<file path="src/rtl/motor_ramp.sv">
`default_nettype none
// ============================================================================
// Module   : motor_ramp
// Brief    : Slew-rate limiter for the left/right drive commands feeding
//            motor_cntrl, with a level emergency stop that ramps both sides
//            to zero. Optional macro MOTOR_RAMP_FAST_DECEL_EN enables
//            double-rate steps toward zero.
// Revision : 1.0 - initial release
// ============================================================================
module motor_ramp #(
    parameter int RAMP_DIV = 1024,
    parameter int STEP     = 8
) (
    input  logic               clk,
    input  logic               rst,
    input  logic               cmd_vld,
    input  logic signed [10:0] cmd_lft,
    input  logic signed [10:0] cmd_rht,
    output logic               cmd_rdy,
    input  logic               estop,
    output logic signed [10:0] lft,
    output logic signed [10:0] rht,
    output logic               ramp_done
);

    localparam logic [1:0] c_st_idle = 2'd0;
    localparam logic [1:0] c_st_ramp = 2'd1;
    localparam logic [1:0] c_st_stop = 2'd2;

    localparam logic [15:0]        c_presc_max = 16'(RAMP_DIV - 1);
    localparam logic signed [11:0] c_step      = 12'(STEP);
`ifdef MOTOR_RAMP_FAST_DECEL_EN
    localparam logic signed [11:0] c_step_dec  = 12'(2 * STEP);
`endif

    logic [1:0]         r_state;
    logic [15:0]        r_presc;
    logic signed [10:0] r_tgt_lft;
    logic signed [10:0] r_tgt_rht;
    logic signed [10:0] r_lft;
    logic signed [10:0] r_rht;
    logic               r_done;

    logic               w_accept;
    logic               w_tick;
    logic               w_upd;
    logic signed [10:0] w_nxt_lft;
    logic signed [10:0] w_nxt_rht;
    logic               w_at_tgt;
    logic               w_at_zero;

    // One tick's worth of movement from cur toward tgt; all math is done in
    // 12 bits so the difference of two 11-bit extremes cannot wrap.
    function automatic logic signed [10:0] f_approach(
        input logic signed [10:0] cur,
        input logic signed [10:0] tgt
    );
        logic signed [11:0] v_cur;
        logic signed [11:0] v_dif;
        logic signed [11:0] v_mag;
        logic signed [11:0] v_lim;
        logic signed [11:0] v_stp;
        logic signed [11:0] v_res;
        v_cur = 12'(cur);
        v_dif = 12'(tgt) - v_cur;
        v_mag = (v_dif < 0) ? -v_dif : v_dif;
        v_lim = c_step;
`ifdef MOTOR_RAMP_FAST_DECEL_EN
        // Decelerating: double rate, but stop at zero so a sign change
        // always restarts from zero at the normal rate.
        if ((v_cur > 0 && v_dif < 0) || (v_cur < 0 && v_dif > 0)) begin
            v_lim = c_step_dec;
            if (v_cur > 0 && v_cur < v_lim) begin
                v_lim = v_cur;
            end
            if (v_cur < 0 && -v_cur < v_lim) begin
                v_lim = -v_cur;
            end
        end
`endif
        v_stp = (v_mag < v_lim) ? v_mag : v_lim;
        v_res = (v_dif < 0) ? (v_cur - v_stp) : (v_cur + v_stp);
        return 11'(v_res);
    endfunction

    assign cmd_rdy  = (r_state != c_st_stop) && !estop;
    assign w_accept = cmd_vld && cmd_rdy;
    assign w_tick   = (r_presc == c_presc_max);

    // A freshly accepted command restarts the tick phase, so no movement on
    // the acceptance edge itself.
    assign w_upd = w_tick && !w_accept && (r_state != c_st_idle);

    assign w_nxt_lft = w_upd ? f_approach(r_lft, r_tgt_lft) : r_lft;
    assign w_nxt_rht = w_upd ? f_approach(r_rht, r_tgt_rht) : r_rht;

    assign w_at_tgt  = (w_nxt_lft == r_tgt_lft) && (w_nxt_rht == r_tgt_rht);
    assign w_at_zero = (r_lft == 11'sd0) && (r_rht == 11'sd0);

    always_ff @(posedge clk) begin
        if (rst) begin
            r_state   <= c_st_idle;
            r_presc   <= 16'd0;
            r_tgt_lft <= 11'sd0;
            r_tgt_rht <= 11'sd0;
            r_lft     <= 11'sd0;
            r_rht     <= 11'sd0;
            r_done    <= 1'b0;
        end else begin
            r_lft  <= w_nxt_lft;
            r_rht  <= w_nxt_rht;
            r_done <= 1'b0;

            if (w_accept || w_tick) begin
                r_presc <= 16'd0;
            end else begin
                r_presc <= r_presc + 16'd1;
            end

            if (estop) begin
                r_tgt_lft <= 11'sd0;
                r_tgt_rht <= 11'sd0;
                r_state   <= c_st_stop;
            end else if (w_accept) begin
                r_tgt_lft <= cmd_lft;
                r_tgt_rht <= cmd_rht;
                r_state   <= c_st_ramp;
            end else begin
                case (r_state)
                    c_st_ramp: begin
                        if (w_upd && w_at_tgt) begin
                            r_state <= c_st_idle;
                            r_done  <= 1'b1;
                        end
                    end
                    c_st_stop: begin
                        if (w_at_zero) begin
                            r_state <= c_st_idle;
                        end
                    end
                    default: r_state <= c_st_idle;
                endcase
            end
        end
    end

    assign lft       = r_lft;
    assign rht       = r_rht;
    assign ramp_done = r_done;

endmodule
`default_nettype wire

</file>
<file path="config.mk">
export PLATFORM = sky130hd
export DESIGN_NAME = motor_ramp
export DESIGN_NICKNAME = d
export VERILOG_FILES = /design/src/rtl/motor_ramp.sv
export SDC_FILE = /design/constraint.sdc
export NUM_CORES = 1
export LEC_CHECK = 0
export ABC_CLOCK_PERIOD_IN_PS = 6390
export CAP_MARGIN = 20
export CORE_MARGIN = 2
export CORE_UTILIZATION = 54
export DETAILED_ROUTE_END_ITERATION = 8
export PLACE_DENSITY = 0.83
export SLEW_MARGIN = 20
export SYNTH_ARGS = -nofsm -noshare
export SYNTH_HDL_FRONTEND = slang
export SYNTH_SLANG_ARGS = --single-unit
export TNS_END_PERCENT = 5
</file>
<file path="constraint.sdc">
create_clock -name clk -period 6.39 [get_ports clk]
set_input_delay 1.278 -clock clk [delete_from_list [all_inputs] [get_ports clk]]
set_output_delay 1.278 -clock clk [all_outputs]
set_load 0.005 [all_outputs]
</file>
==> results.json <==
{
  "critPathLaunchType": "flip-flop",
  "worst_path_max_delay_cell": "or4b_4",
  "synth_top_area_share_pct": 21.6,
  "drc_errors": 0,
  "fin_util_pct": 71.5,
  "ys_warn_count": 0,
  "end_kind": "flip-flop",
  "hold_end": "lft[7]$_SDFF_PP0_",
  "grt_overflow_total": 0,
  "yosys-top-cells-area": "dfxtp_1 (22%), ha_1 (10%), a21oi_1 (6.9%)",
  "r2r_setup_slack_ns": 0.14,
  "firstDrtPassIters": 6,
  "tightest_slew_ns": 1.13,
  "min_period_ns": 6.25,
  "synth_cell_types": 83,
  "cts_tree": "yes",
  "wl_mm": 18.6,
  "die_h_um": 108,
  "synth_enable_flop_cells": 0,
  "drt_iter0_drc": 724,
  "clk_pin_slew_ns": 0.08,
  "syn-cell-area_um2": 5830,
  "hold_viol_final": 0,
  "synth.area.mux_share_pct": 1.29,
  "fp.coreArea_um2": 10400,
  "syn_avg_cell_area_um2": 7.49,
  "antenna_found_initial": 0,
  "yosys.area.top_type": "dfxtp_1",
  "io_buffers": 49,
  "yosysMostFrequentCell": "nand2_1",
  "hpwl_mm": 13.5,
  "clk_path_buf_depth": 2,
  "io_pins": 50,
  "antennaDiodeCount": 0,
  "drive_above_1_share_pct": 20.4,
  "vdd_drop_max_v": 0.000146,
  "fin_crit_sh_pct": 97.8,
  "min_from": "lft[7]$_SDFF_PP0_",
  "drv_slew": 0,
  "fin_nets": 967,
  "setup_violations": 0,
  "power.density_nw_per_um2": 193,
  "grt_usage_pct": 31.4,
  "numCtsBuffers": 9,
  "clk_latency_ns": 0.36,
  "drtAntennaViolNets": 0,
  "synthSimpleGateAreaFrac_pct": 26.5,
  "syn_nets": 856,
  "power.total_mw": 1.44,
  "rr_worst_depth": 28,
  "syn2layout_area_growth_pct": 27.7,
  "htreeDepth": 3,
  "crit_type": "reg2reg",
  "ys.flop_type": "dfxtp_1",
  "critPathMaxFanout": 5,
  "required_ns": 6.65,
  "min_path_type": "reg2reg",
  "maxCapViolations": 0,
  "crit_top_cell": "a21oi_1",
  "hold_depth": 2,
  "grt_max_degree": 29,
  "synth-seq-cells": 63,
  "synth-adder-area-share_pct": 11.5,
  "slowest_delay_ns": 0.61,
  "async_flop_share_pct": 0,
  "grt_pass1_vias": 6133,
  "holdBufCountCts": 0,
  "rows": 37,
  "die_x_um": 108,
  "initial_core_util_pct": 56.0,
  "nFillCells": 797,
  "synth_top_family_by_area": "simple AND/OR/NAND/NOR gates",
  "maxSlewHeadroom_pct": 24.4,
  "grt_pass1_wl_mm": 29.2,
  "ys_seq_area_share_pct": 21.6,
  "vias": 6353,
  "clockRootBuffer": "clkbuf_8",
  "dieArea_um2": 11700,
  "viasPerCell": 6.16,
  "yosys-top-cells-count": "nand2_1 (86), a21oi_1 (81), nor2_1 (80)",
  "max_freq_ghz": 0.160,
  "crit_arrival_ns": 6.51,
  "cellLeakagePower_nw": 3.01,
  "worstReg2RegStart": "r_tgt_rht[0]$_SDFFE_PP0P_",
  "synth_xor_area_share_pct": 9.33,
  "status": "finished clean",
  "wire_per_inst_um": 18.1,
  "regToRegEndpoint": "ramp_done$_SDFF_PP0_",
  "synth_cells": 779,
  "synth_compound_area_share_pct": 25.0,
  "skew_ns": 0.0137,
  "cts.sinks": 63,
  "place_congestion": 0.984
}
==> metrics by stage <==
stage | setup WS, ns | hold WS, ns | std cells | area (um2) | TNS [ns]
after CTS | 0.0000941 | 0.494 | 1018 | 7070 | 0
after global routing | -0.133 | 0.519 | 1031 | 7450 | -0.243
after global placement | 0.00140 | 0.477 | 997 | 6830 | 0
final | 0.142 | 0.494 | 1031 | 7450 | 0
after detailed placement | -0.0901 | 0.482 | 997 | 6830 | -0.131
after floorplan | 0.213 | 0.454 | 779 | 5830 | 0
==> worst max path at each step <==
stage / from / endpoint / slack (ns) / cells past startpoint
2_1_floorplan: r_tgt_lft[0]$_SDFFE_PP0P_ / ramp_done$_SDFF_PP0_ / 0.21 / 29
4_1_cts: r_tgt_lft[0]$_SDFFE_PP0P_ / ramp_done$_SDFF_PP0_ / 0.00009 / 29
6_report: r_tgt_rht[0]$_SDFFE_PP0P_ / ramp_done$_SDFF_PP0_ / 0.14 / 28
5_1_grt: rht[2]$_SDFF_PP0_ / ramp_done$_SDFF_PP0_ / -0.13 / 26
3_3_place_gp: r_tgt_lft[0]$_SDFFE_PP0P_ / ramp_done$_SDFF_PP0_ / 0.001 / 29
3_5_place_dp: r_tgt_lft[0]$_SDFFE_PP0P_ / ramp_done$_SDFF_PP0_ / -0.09 / 29
==> report_power, final <==
part	total (mW)	switching [mW]	internal (mW)
clock	0.329	0.177	0.152
sequential	0.403	0.00648	0.397
combinational	0.709	0.389	0.320
total	1.44	0.572	0.869
==> cell type report <==
| cell class | count | area (um2) | share of cell area, % |
|---|---|---|---|
| multi-input cells | 644 | 4590 | 61.6 |
| repair buffers | 126 | 1070 | 14.3 |
| well taps | 136 | 170 | 2.28 |
| clock buffers | 10 | 138 | 1.85 |
| clock inverters | 6 | 43.8 | 0.588 |
| inverters | 46 | 173 | 2.32 |
| flip-flops and latches | 63 | 1270 | 17.1 |
==> flip-flops by register name (all words and copies together), names as in the netlist <==
signal / cells
r_tgt_rht: 11
lft: 11
r_presc: 16
ramp_done: 1
r_state: 2
rht: 11
r_tgt_lft: 11
==> worst max-delay path: cells and delay by family, from the launching register on <==
kind / cells / cell delay [ns]
DFF: 1 / 0.38
xor gates and xnor gates: 1 / 0.31
AOI/OAI and AO/OA: 11 / 1.79
adders and majority gates: 4 / 1.17
and+or+nand+nor: 8 / 1.77
muxes: 2 / 0.50
buffers and inverters: 2 / 0.21
==> kinds of logic after synthesis <==
kind of cell,count (synthesis)
flip-flops,63
buffers and inverters,72
multiplexers,7
XOR/XNOR,59
adder cells (fa/ha/maj),51
AO/OA/AOI/OAI,216
AND/OR/NAND/NOR,311
==> layer usage <==
layer  vias to the layer above  part of all wire, %  GRT usage [%]
met5                         -                    0              0
met4                         0                  1.8           7.97
met3                        40                   11           7.11
met2                       342                   45           51.3
met1                      2948                   42           42.0
li1                       3023                    -              -
==> timing repair <==
item | in CTS | in global routing
gates resized for setup | 11 | 77
pin swaps | 5 | 34
setup endpoints to repair | 2 | 7
setup buffers | 5 | 14
==> cells in the final DEF, fill, tap and decap left out, drive strengths merged, types with 3 or more instances in the layout <==
| master | n |
|---|---|
| nand4 | 7 |
| a211oi | 5 |
| o2111ai | 3 |
| or2 | 10 |
| xor2 | 27 |
| clkinv | 4 |
| inv | 47 |
| and3b | 3 |
| a21oi | 82 |
| fa | 4 |
| ha | 47 |
| nand3 | 23 |
| nor2b | 17 |
| clkdlybuf4s50 | 49 |
| o211ai | 12 |
| nand2 | 86 |
| buf | 77 |
| a21o | 9 |
| or3 | 7 |
| clkbuf | 10 |
| nand2b | 9 |
| o31ai | 11 |
| and4 | 5 |
| mux2i | 6 |
| xnor2 | 30 |
| o21ai | 35 |
| and2 | 11 |
| a21boi | 6 |
| nor2 | 81 |
| a31oi | 6 |
| and3 | 9 |
| dfxtp | 63 |
| o31a | 3 |
| a311oi | 4 |
| nor3 | 20 |
| nor4 | 14 |
| o21a | 6 |
| o41ai | 6 |
No activity file was read; power rests on OpenSTA's default activity.
